[src/rtl/mem_arbiter_pkg.sv]
// Shared types and default bus widths for the memory arbiter and the caches
// that connect to it.
package mem_arbiter_pkg;

    localparam int MEM_ADDR_W = 32;
    localparam int MEM_LINE_W = 128;

    typedef enum logic [2:0] {
        IDLE,
        GNT_IC,
        GNT_DC,
        RESP_IC,
        RESP_DC
    } arb_state_t;

    typedef enum logic {
        REQ_IC = 1'b0,
        REQ_DC = 1'b1
    } requester_t;

endpackage

[src/rtl/mem_arbiter_rr_arb2.sv]
// Combinational 2-way round-robin picker: bit 0 is the IC, bit 1 the DC.
// On a conflict the requester that was not granted last wins.
module mem_arbiter_rr_arb2
    import mem_arbiter_pkg::*;
(
    input  logic [1:0] i_req,
    input  requester_t i_last,
    output logic [1:0] o_grant
);

    always_comb begin
        // NOTE: every branch assigns o_grant, and the default arm closes the case, so no latch.
        case (i_req)
            2'b01:   o_grant = 2'b01;
            2'b10:   o_grant = 2'b10;
            2'b11:   o_grant = (i_last == REQ_DC) ? 2'b01 : 2'b10;
            default: o_grant = 2'b00;
        endcase
    end

endmodule

[src/rtl/mem_arbiter.sv]
// Shares one external memory port between the I-cache and the D-cache,
// serialising line transactions with a round-robin FSM.
module mem_arbiter
    import mem_arbiter_pkg::*;
#(
    parameter int ADDR_W     = MEM_ADDR_W,
    parameter int LINE_W     = MEM_LINE_W,
    parameter bit RR_INIT_DC = 1'b1
) (
    input  logic              clk,
    input  logic              reset,

    input  logic              ic_req,
    input  logic [ADDR_W-1:0] ic_addr,
    output logic              ic_ack,
    output logic [LINE_W-1:0] ic_rdata,
    output logic              ic_busy,

    input  logic              dc_req,
    input  logic              dc_we,
    input  logic [ADDR_W-1:0] dc_addr,
    input  logic [LINE_W-1:0] dc_wdata,
    output logic              dc_ack,
    output logic [LINE_W-1:0] dc_rdata,
    output logic              dc_busy,

    output logic              mem_req,
    output logic              mem_we,
    output logic [ADDR_W-1:0] mem_addr,
    output logic [LINE_W-1:0] mem_wdata,
    input  logic              mem_ack,
    input  logic [LINE_W-1:0] mem_rdata
);

    // Seeding "last" with the other requester makes the chosen one win the first conflict.
    localparam requester_t LAST_RST = RR_INIT_DC ? REQ_IC : REQ_DC;

    arb_state_t        r_state,      w_state_nxt;
    requester_t        r_last_grant, w_last_grant_nxt;
    logic              r_mem_req,    w_mem_req_nxt;
    logic              r_mem_we,     w_mem_we_nxt;
    logic [ADDR_W-1:0] r_mem_addr,   w_mem_addr_nxt;
    logic [LINE_W-1:0] r_mem_wdata,  w_mem_wdata_nxt;
    logic [LINE_W-1:0] r_ic_rdata,   w_ic_rdata_nxt;
    logic [LINE_W-1:0] r_dc_rdata,   w_dc_rdata_nxt;
    logic [1:0]        w_grant;

    mem_arbiter_rr_arb2 u_rr_arb2 (
        .i_req   ({dc_req, ic_req}),
        .i_last  (r_last_grant),
        .o_grant (w_grant)
    );

    always_ff @(posedge clk) begin
        // NOTE: the line-data registers are cleared too, so a post-reset read of rdata is defined.
        if (reset) begin
            r_state      <= IDLE;
            r_last_grant <= LAST_RST;
            r_mem_req    <= 1'b0;
            r_mem_we     <= 1'b0;
            r_mem_addr   <= '0;
            r_mem_wdata  <= '0;
            r_ic_rdata   <= '0;
            r_dc_rdata   <= '0;
        end else begin
            // NOTE: non-blocking so every register samples the pre-edge values together.
            r_state      <= w_state_nxt;
            r_last_grant <= w_last_grant_nxt;
            r_mem_req    <= w_mem_req_nxt;
            r_mem_we     <= w_mem_we_nxt;
            r_mem_addr   <= w_mem_addr_nxt;
            r_mem_wdata  <= w_mem_wdata_nxt;
            r_ic_rdata   <= w_ic_rdata_nxt;
            r_dc_rdata   <= w_dc_rdata_nxt;
        end
    end

    always_comb begin
        w_state_nxt      = r_state;
        w_last_grant_nxt = r_last_grant;
        w_mem_req_nxt    = r_mem_req;
        w_mem_we_nxt     = r_mem_we;
        w_mem_addr_nxt   = r_mem_addr;
        w_mem_wdata_nxt  = r_mem_wdata;
        w_ic_rdata_nxt   = r_ic_rdata;
        w_dc_rdata_nxt   = r_dc_rdata;

        unique case (r_state)
            IDLE: begin
                if (w_grant[0]) begin
                    w_state_nxt      = GNT_IC;
                    w_last_grant_nxt = REQ_IC;
                    w_mem_req_nxt    = 1'b1;
                    w_mem_we_nxt     = 1'b0;
                    w_mem_addr_nxt   = ic_addr;
                    w_mem_wdata_nxt  = '0;
                end else if (w_grant[1]) begin
                    w_state_nxt      = GNT_DC;
                    w_last_grant_nxt = REQ_DC;
                    w_mem_req_nxt    = 1'b1;
                    w_mem_we_nxt     = dc_we;
                    w_mem_addr_nxt   = dc_addr;
                    w_mem_wdata_nxt  = dc_wdata;
                end
            end
            // mem_addr/mem_wdata keep their last value after the ack; only req/we drop.
            GNT_IC: begin
                if (mem_ack) begin
                    w_state_nxt    = RESP_IC;
                    w_mem_req_nxt  = 1'b0;
                    w_mem_we_nxt   = 1'b0;
                    w_ic_rdata_nxt = mem_rdata;
                end
            end
            GNT_DC: begin
                if (mem_ack) begin
                    w_state_nxt    = RESP_DC;
                    w_mem_req_nxt  = 1'b0;
                    w_mem_we_nxt   = 1'b0;
                    w_dc_rdata_nxt = mem_rdata;
                end
            end
            RESP_IC, RESP_DC: w_state_nxt = IDLE;
            default:          w_state_nxt = IDLE;
        endcase
    end

    assign ic_ack    = (r_state == RESP_IC);
    assign dc_ack    = (r_state == RESP_DC);
    assign ic_busy   = ic_req & ~ic_ack;
    assign dc_busy   = dc_req & ~dc_ack;
    assign ic_rdata  = r_ic_rdata;
    assign dc_rdata  = r_dc_rdata;
    assign mem_req   = r_mem_req;
    assign mem_we    = r_mem_we;
    assign mem_addr  = r_mem_addr;
    assign mem_wdata = r_mem_wdata;

endmodule

[config.mk]
export PLATFORM = sky130hd
export DESIGN_NAME = mem_arbiter
export DESIGN_NICKNAME = d
export VERILOG_FILES = /design/src/rtl/mem_arbiter_pkg.sv /design/src/rtl/mem_arbiter_rr_arb2.sv /design/src/rtl/mem_arbiter.sv
export SDC_FILE = /design/constraint.sdc
export NUM_CORES = 1
export LEC_CHECK = 0
export ABC_CLOCK_PERIOD_IN_PS = 1500
export CAP_MARGIN = 25
export CORE_AREA = 2 2 293 295
export DETAILED_ROUTE_END_ITERATION = 16
export DIE_AREA = 0 0 295 297
export GPL_TIMING_DRIVEN = 0
export PLACE_DENSITY_LB_ADDON = 0.12
export SLEW_MARGIN = 20
export SYNTH_ARGS = -nofsm -noshare
export SYNTH_HDL_FRONTEND = slang
export SYNTH_SLANG_ARGS = --single-unit
[constraint.sdc]
create_clock -name clk -period 1.5 [get_ports clk]
set_input_delay 0.375 -clock clk [delete_from_list [all_inputs] [get_ports clk]]
set_output_delay 0.375 -clock clk [all_outputs]
set_load 0.01 [all_outputs]
==> results.py, run 1 <==
metrics = {
    "detailed_routing": {
        "drtAntennaViolNets": 0,
        "drt-initial-drc-count": 616,
        "vias": 16754,
        "drt-total-wl_mm": 81.74,
        "wl_per_cell_microns": 20.86,
        "drc_errors": 0,
        "drt-vias-per-instance": 4.275,
        "first_pass_iters": 5,
    },
    "floorplanning": {
        "rows": 107,
        "die_w_microns": 295,
        "coreArea_sq_um": 84480,
        "die-area_sq_um": 87620,
        "die_h_microns": 297,
        "start_util": 0.1805,
        "io_pins": 748,
    },
    "yosys": {
        "synth-edff-count": 0,
        "synthTopCellsByArea": "dfxtp_1 (55%), a21oi_1 (13%), nand2_1 (13%)",
        "synth-seq-cells": 422,
        "synth_top_area_frac": 0.5541,
        "synth_cells": 1885,
        "syn_nets": 2211,
        "synth_most_common_cell": "nand2_1",
        "ys_types": 29,
        "post_synth.cell_area_avg_sq_um": 8.088,
        "yosysTopAreaCell": "dfxtp_1",
        "syn_area_sq_um": 15250,
        "ys_seq_area_frac": 0.5541,
        "synthFlopType": "dfxtp_1",
        "synthTopCellsByCount": "nand2_1 (514), dfxtp_1 (422), a21oi_1 (386), o21ai_0 (130), nand3_1 (128)",
        "async_flop_share": 0,
        "ys_warn_count": 0,
    },
    "placement": {
        "portBuffers": 746,
        "gp_congestion": 0.8857,
        "place_ws_ns": -1.411,
        "placed_cells": 3777,
        "hpwlAfterDp_mm": 63.89,
    },
    "setup_path": {
        "slowest_delay_ns": 0.32,
        "critical_path_buf_inv_count": 3,
        "worstPathRequired_ns": 1.12,
        "critPathSlowestCell": "dfxtp_1",
        "worstPathCellList": "buf_6 > nor3b_4 > buf_12 > nor2b_4 > buf_6",
        "cpLargestDelayFamily": "buffers and inverters",
        "startpoint_type": "flip-flop",
        "path_class": "reg -> out",
        "crit_path_start": "r_state[1]",
        "r2r_start": "r_state[2]",
        "cp-end-kind": "output pin",
        "worstPathArrival_ns": 1.57,
        "cpMostUsedCell": "buf_6",
        "crit_path_max_fanout": 8,
    },
    "hold_path": {
        "min_from": "mem_ack",
        "hp-class": "in -> reg",
    },
    "final_layout": {
        "area_growth_pct": 79.23,
        "fillers": 8917,
        "drive_gt1_frac": 0.1506,
        "seqCellArea_sq_um": 8528,
        "layout.cells.non_filler": 3919,
        "multiInputGateArea_sq_um": 6296,
        "fin_nets": 3054,
        "final_util": 0.3235,
    },
    "global_routing": {
        "grt_pass1_wl_mm": 113.6,
        "grt_use_total": 0.1739,
        "use_met1": 0.1750,
        "grt_use_met3": 0.08951,
        "met2_usage": 0.3053,
        "antenna_found_initial": 21,
        "grt_max_degree": 14,
        "grt_pass1_vias": 16888,
        "overflow": 0,
        "busiest_layer": "met2",
    },
    "sta": {
        "whs_ns": 0.3268,
        "hold_viol_final": 0,
        "fmax_mhz": 515.1,
        "worst_slew_pin_slew_ns": 0.8083,
        "final_max_slew_viol_count": 0,
        "setup_viol": 756,
        "fin_tns_setup_ns": -198.30,
        "clock_skew_ns": 0.01481,
        "setup_slack_ns": -0.4415,
        "grt_setup_unrepaired": "yes",
        "fin_crit_ns": 1.942,
        "maxSlewHeadroom": 0.4611,
        "finalCritPeriodShare": 1.294,
    },
    "clock_network": {
        "ctsHoldBuffers": 0,
        "clkTransAtPathRegs_ns": 0.06,
        "clock-root-buffer": "clkbuf_16",
        "clk_path_buf_depth": 3,
        "numClockSinks": 422,
        "cts_tree": "yes",
        "cts_inserted_buffers": 52,
        "htreeDepth": 2,
        "clock_latency_ns": 0.59,
    },
    "power": {
        "ir_drop_uv": 845.4,
        "powerDensity_nw_per_um2": 1325,
        "p_leak_nw": 9.725,
    },
    "flow_run": {
        "maxCapViolations": 0,
    },
    "status": {
        "status": "finished, violations left",
        "violations": "negative setup slack",
    },
}
==> per-stage QoR <==
stage	total power, W	area [sq um]
after detailed placement	0.02171	24170
final	0.03621	27330
after global placement	0.02166	24140
after floorplan	0.01668	15250
after CTS	0.03521	26190
after global routing	0.03797	27320
==> worst paths after layout <==
check | endpoint | cells past startpoint | slack [ns]
max | dc_busy | 5 | -0.44
min | r_state[1] | 3 | 0.33
max reg2reg | ic_rdata[14] | 9 | -0.32
min reg2reg | dc_rdata[0] | 2 | 0.45
==> where the power goes <==
part	internal [W]	switching [W]	leakage, nW	total (W)
combinational	0.00503	0.00515	5.39	0.0102
clock	0.00784	0.00518	0.879	0.0130
sequential	0.0124	0.000652	3.46	0.0130
total	0.0252	0.0110	9.72	0.0362
==> layer usage <==
metal | up-vias | part of all wire
met1 | 7854 | 0.36
met5 | - | 0.0019
met3 | 145 | 0.12
li1 | 8141 | -
met4 | 24 | 0.035
met2 | 590 | 0.49
==> placed cells by master, fill, tap and decap left out, drive strengths merged <==
master,instances
a21bo,1
a21boi,1
a21oi,386
a221oi,32
a32o,1
buf,165
bufinv,4
clkbuf,206
clkdlybuf4s15,2
clkdlybuf4s50,636
clkinv,14
clkinvlp,1
dfxtp,422
diode,6
dlygate4sd2,30
dlymetal6s2s,4
inv,33
nand2,514
nand2b,3
nand3,128
nand4bb,2
nor2,7
nor2b,2
nor3,2
nor3b,1
nor4bb,2
o21a,1
o21ai,131
o22ai,1
o31a,1
o32ai,34
or3,1
xnor2,1
==> cell families (layout without fill, tap and decap cells) <==
group                  count (synthesis)  after routing  share of synthesized area
AO/OA/AOI/OAI                        589            589                     0.2112
AND/OR/NAND/NOR                      662            662                     0.1774
other                                  0              6                          0
flip-flops                           422            422                     0.5541
XOR/XNOR                               1              1                  0.0005746
buffers and inverters                211           1095                    0.05671
==> tightest hold or removal path, cell delays in order <==
cell            delay [ns]
dlymetal6s2s_1        0.21
nor2_1                0.13
a32o_1                0.16
==> timing repair <==
action | 4_1_cts | 5_1_grt
pin swaps | 2 | 32
resized for setup | 284 | 437
setup endpoints to repair | 843 | 823
endpoints found under the hold margin | 0 | 0
setup buffers | 15 | 12
gates cloned | 0 | 15
==> flip-flops by register name, indices dropped and copies added (netlist names) <==
signal and count:
dc_rdata 128, ic_rdata 128, mem_addr 32, mem_req 1, mem_wdata 128, mem_we 1
r_last_grant 1, r_state 3
==> cell type report <==
cell class,instances,share of cell area
Multi-Input combinational cell,1252,0.2304
Buffer,177,0.03965
Antenna cell,6,0.0005495
Clock inverter,19,0.007784
Sequential cell,422,0.3121
Timing Repair Buffer,790,0.2955
Clock buffer,76,0.05687
Tap cell,1144,0.05238
Inverter,33,0.004716
No activity file was read; power rests on OpenSTA's default activity.
==> run 2: changes to the inputs <==
--- a/config.mk
+++ b/config.mk
@@ -8,6 +8,7 @@
 export ABC_CLOCK_PERIOD_IN_PS = 1500
 export CAP_MARGIN = 25
 export CORE_AREA = 2 2 293 295
+export CTS_CLUSTER_DIAMETER = 60
 export DETAILED_ROUTE_END_ITERATION = 16
 export DIE_AREA = 0 0 295 297
 export GPL_TIMING_DRIVEN = 0
==> run 2 against run 1 <==
The run still ends with negative setup slack left. Clock skew is 0.0033 ns lower. Fmax down 0.29%. Global-route usage barely moved. Combinational power is 10% lower. Critical path depth unchanged. Flip-flop and latch count did not move. Clock power increased by 3%. Worst setup slack got worse by 0.0056 ns. Largest cell class unchanged.
==> results.py, run 2 (synthesis results as in run 1) <==
metrics = {
    "global_routing": {
        "grt_pass1_wl_mm": 114.0,
        "grt_pass1_vias": 16903,
        "grt_max_degree": 15,
        "antenna_found_initial": 17,
        "grt_use_met3": 0.08032,
        "busiest_layer": "met2",
        "overflow": 0,
        "use_met1": 0.1802,
        "met2_usage": 0.3129,
        "grt_use_total": 0.1739,
    },
    "hold_path": {
        "whs_path_depth": 3,
        "hp-class": "in -> reg",
        "hold_path_end": "mem_wdata[52]",
        "min_from": "dc_wdata[52]",
    },
    "detailed_routing": {
        "drt-vias-per-instance": 4.272,
        "drc_errors": 0,
        "drtAntennaViolNets": 0,
        "wl_per_cell_microns": 20.63,
        "drt-total-wl_mm": 80.54,
        "drt-initial-drc-count": 582,
        "vias": 16672,
        "first_pass_iters": 5,
    },
    "sta": {
        "maxSlewHeadroom": 0.5516,
        "fmax_mhz": 513.6,
        "final_max_slew_viol_count": 0,
        "finalCritPeriodShare": 1.298,
        "grt_setup_unrepaired": "yes",
        "setup_viol": 750,
        "whs_ns": 0.3447,
        "worst_slew_pin_slew_ns": 0.6726,
        "setup_slack_ns": -0.4471,
        "clock_skew_ns": 0.01152,
        "fin_crit_ns": 1.947,
        "hold_viol_final": 0,
    },
    "power": {
        "swShare": 0.3038,
        "power_switching_w": 0.01080,
        "p_leak_nw": 9.441,
        "combPwrFrac": 0.257,
        "p_int_w": 0.02475,
        "ir_drop_uv": 1107,
        "clockPowerShare": 0.377,
        "powerDensity_nw_per_um2": 1333,
        "seqPwrFrac": 0.366,
    },
    "floorplanning": {
        "coreArea_sq_um": 84480,
        "start_util": 0.1805,
        "die-area_sq_um": 87620,
        "die_w_microns": 295,
        "die_h_microns": 297,
        "rows": 107,
        "io_pins": 748,
    },
    "final_layout": {
        "drive_gt1_frac": 0.1227,
        "fin_nets": 3039,
        "mostFrequentLayoutCells": "clkdlybuf4s50_1 (653), nand2_1 (514), a21oi_1 (381)",
        "area_growth_pct": 74.94,
        "final_common_cell": "clkdlybuf4s50_1",
        "fin_area_sq_um": 26670,
        "final_util": 0.3157,
    },
    "setup_path": {
        "crit_path_max_fanout": 5,
        "worstPathArrival_ns": 1.57,
        "path_class": "reg -> out",
        "r2r_cells": 7,
        "worstPathRequired_ns": 1.12,
        "startpoint_type": "flip-flop",
        "r2r_slack_ns": -0.30,
        "cp-end-kind": "output pin",
        "r2r_start": "r_state[2]",
        "r2r_end": "ic_rdata[98]",
    },
    "placement": {
        "portBuffers": 746,
        "gp_congestion": 0.8857,
        "place_ws_ns": -1.411,
        "dpl_cell_area_sq_um": 24170,
        "hpwlAfterDp_mm": 63.89,
    },
    "clock_network": {
        "cts_tree": "yes",
        "ctsHoldBuffers": 0,
        "numClockSinks": 422,
        "htreeDepth": 2,
        "clkTransAtPathRegs_ns": 0.05,
        "clk_path_buf_depth": 3,
        "clock-root-buffer": "clkbuf_16",
        "clock_latency_ns": 0.60,
        "cts_inserted_buffers": 55,
    },
    "flow_run": {
        "maxCapViolations": 0,
    },
    "status": {
        "status": "finished, violations left",
        "violations": "negative setup slack",
    },
}
## run 2: metal layers
metal	routed length (microns)	part of all wire
met5	138	0.0017
met4	1868	0.023
met3	8808	0.11
met2	40070	0.50
met1	29650	0.37
## run 2: worst max-delay path by stage
stage                    start      endpoint  slack, ns  cells after the start
floorplan           r_state[2]        mem_we       0.03                      5
global placement       mem_ack  dc_rdata[85]      -1.37                      6
detailed placement     mem_ack  dc_rdata[81]      -1.41                      6
CTS                 r_state[2]       dc_busy      -0.53                      5
global route        r_state[2]       dc_busy      -0.51                      5
finish              r_state[0]       dc_busy      -0.45                      5
## run 2: through the flow
stage / TNS, ns / instances / total power [W]
2_1_floorplan: 0 / 1885 / 0.01668
3_3_place_gp: -468.78 / 3775 / 0.02166
3_5_place_dp: -465.55 / 3777 / 0.02171
4_1_cts: -296.14 / 3884 / 0.03555
5_1_grt: -272.34 / 3900 / 0.03730
6_report: -202.82 / 3903 / 0.03555
## run 2: power by group through the flow
stage	Clock, W	Combinational (W)	Sequential [W]
floorplan	0	0.00312	0.0136
global placement	0	0.00849	0.0132
detailed placement	0	0.00851	0.0132
CTS	0.0139	0.00868	0.0130
global route	0.0143	0.00986	0.0131
finish	0.0134	0.00913	0.0130
## run 2: layout make-up
class,count,area [sq um]
Clock buffer,80,1573
Clock inverter,18,252.7
Timing Repair Buffer,771,7787
Multi-Input combinational cell,1252,6030
Inverter,33,128.9
Antenna cell,5,12.51
Tap cell,1144,1431
Fill cell,8971,57810
Sequential cell,422,8541
Buffer,178,915.9
## run 2: what timing repair did
action                                  in CTS  in global routing
cloned                                       1                  3
gates resized for setup                    264                307
setup buffers                                8                 11
pin swaps                                    1                  3
endpoints found under the setup margin     843                832
## run 2: worst max-delay path: stages (launching register included)
cell and delay (ns):
dfxtp_2 0.33, buf_6 0.13, nor3b_4 0.22, buf_12 0.15, nor2b_4 0.04, buf_6 0.11
==> run 3: changes to the inputs <==
--- a/config.mk
+++ b/config.mk
@@ -13,6 +13,7 @@
 export DIE_AREA = 0 0 295 297
 export GPL_TIMING_DRIVEN = 0
 export PLACE_DENSITY_LB_ADDON = 0.12
+export RECOVER_POWER = 50
 export SLEW_MARGIN = 20
 export SYNTH_ARGS = -nofsm -noshare
 export SYNTH_HDL_FRONTEND = slang
==> results of run 3 <==
Same layout as run 2: the final DEF is identical, and so are final timing and power.
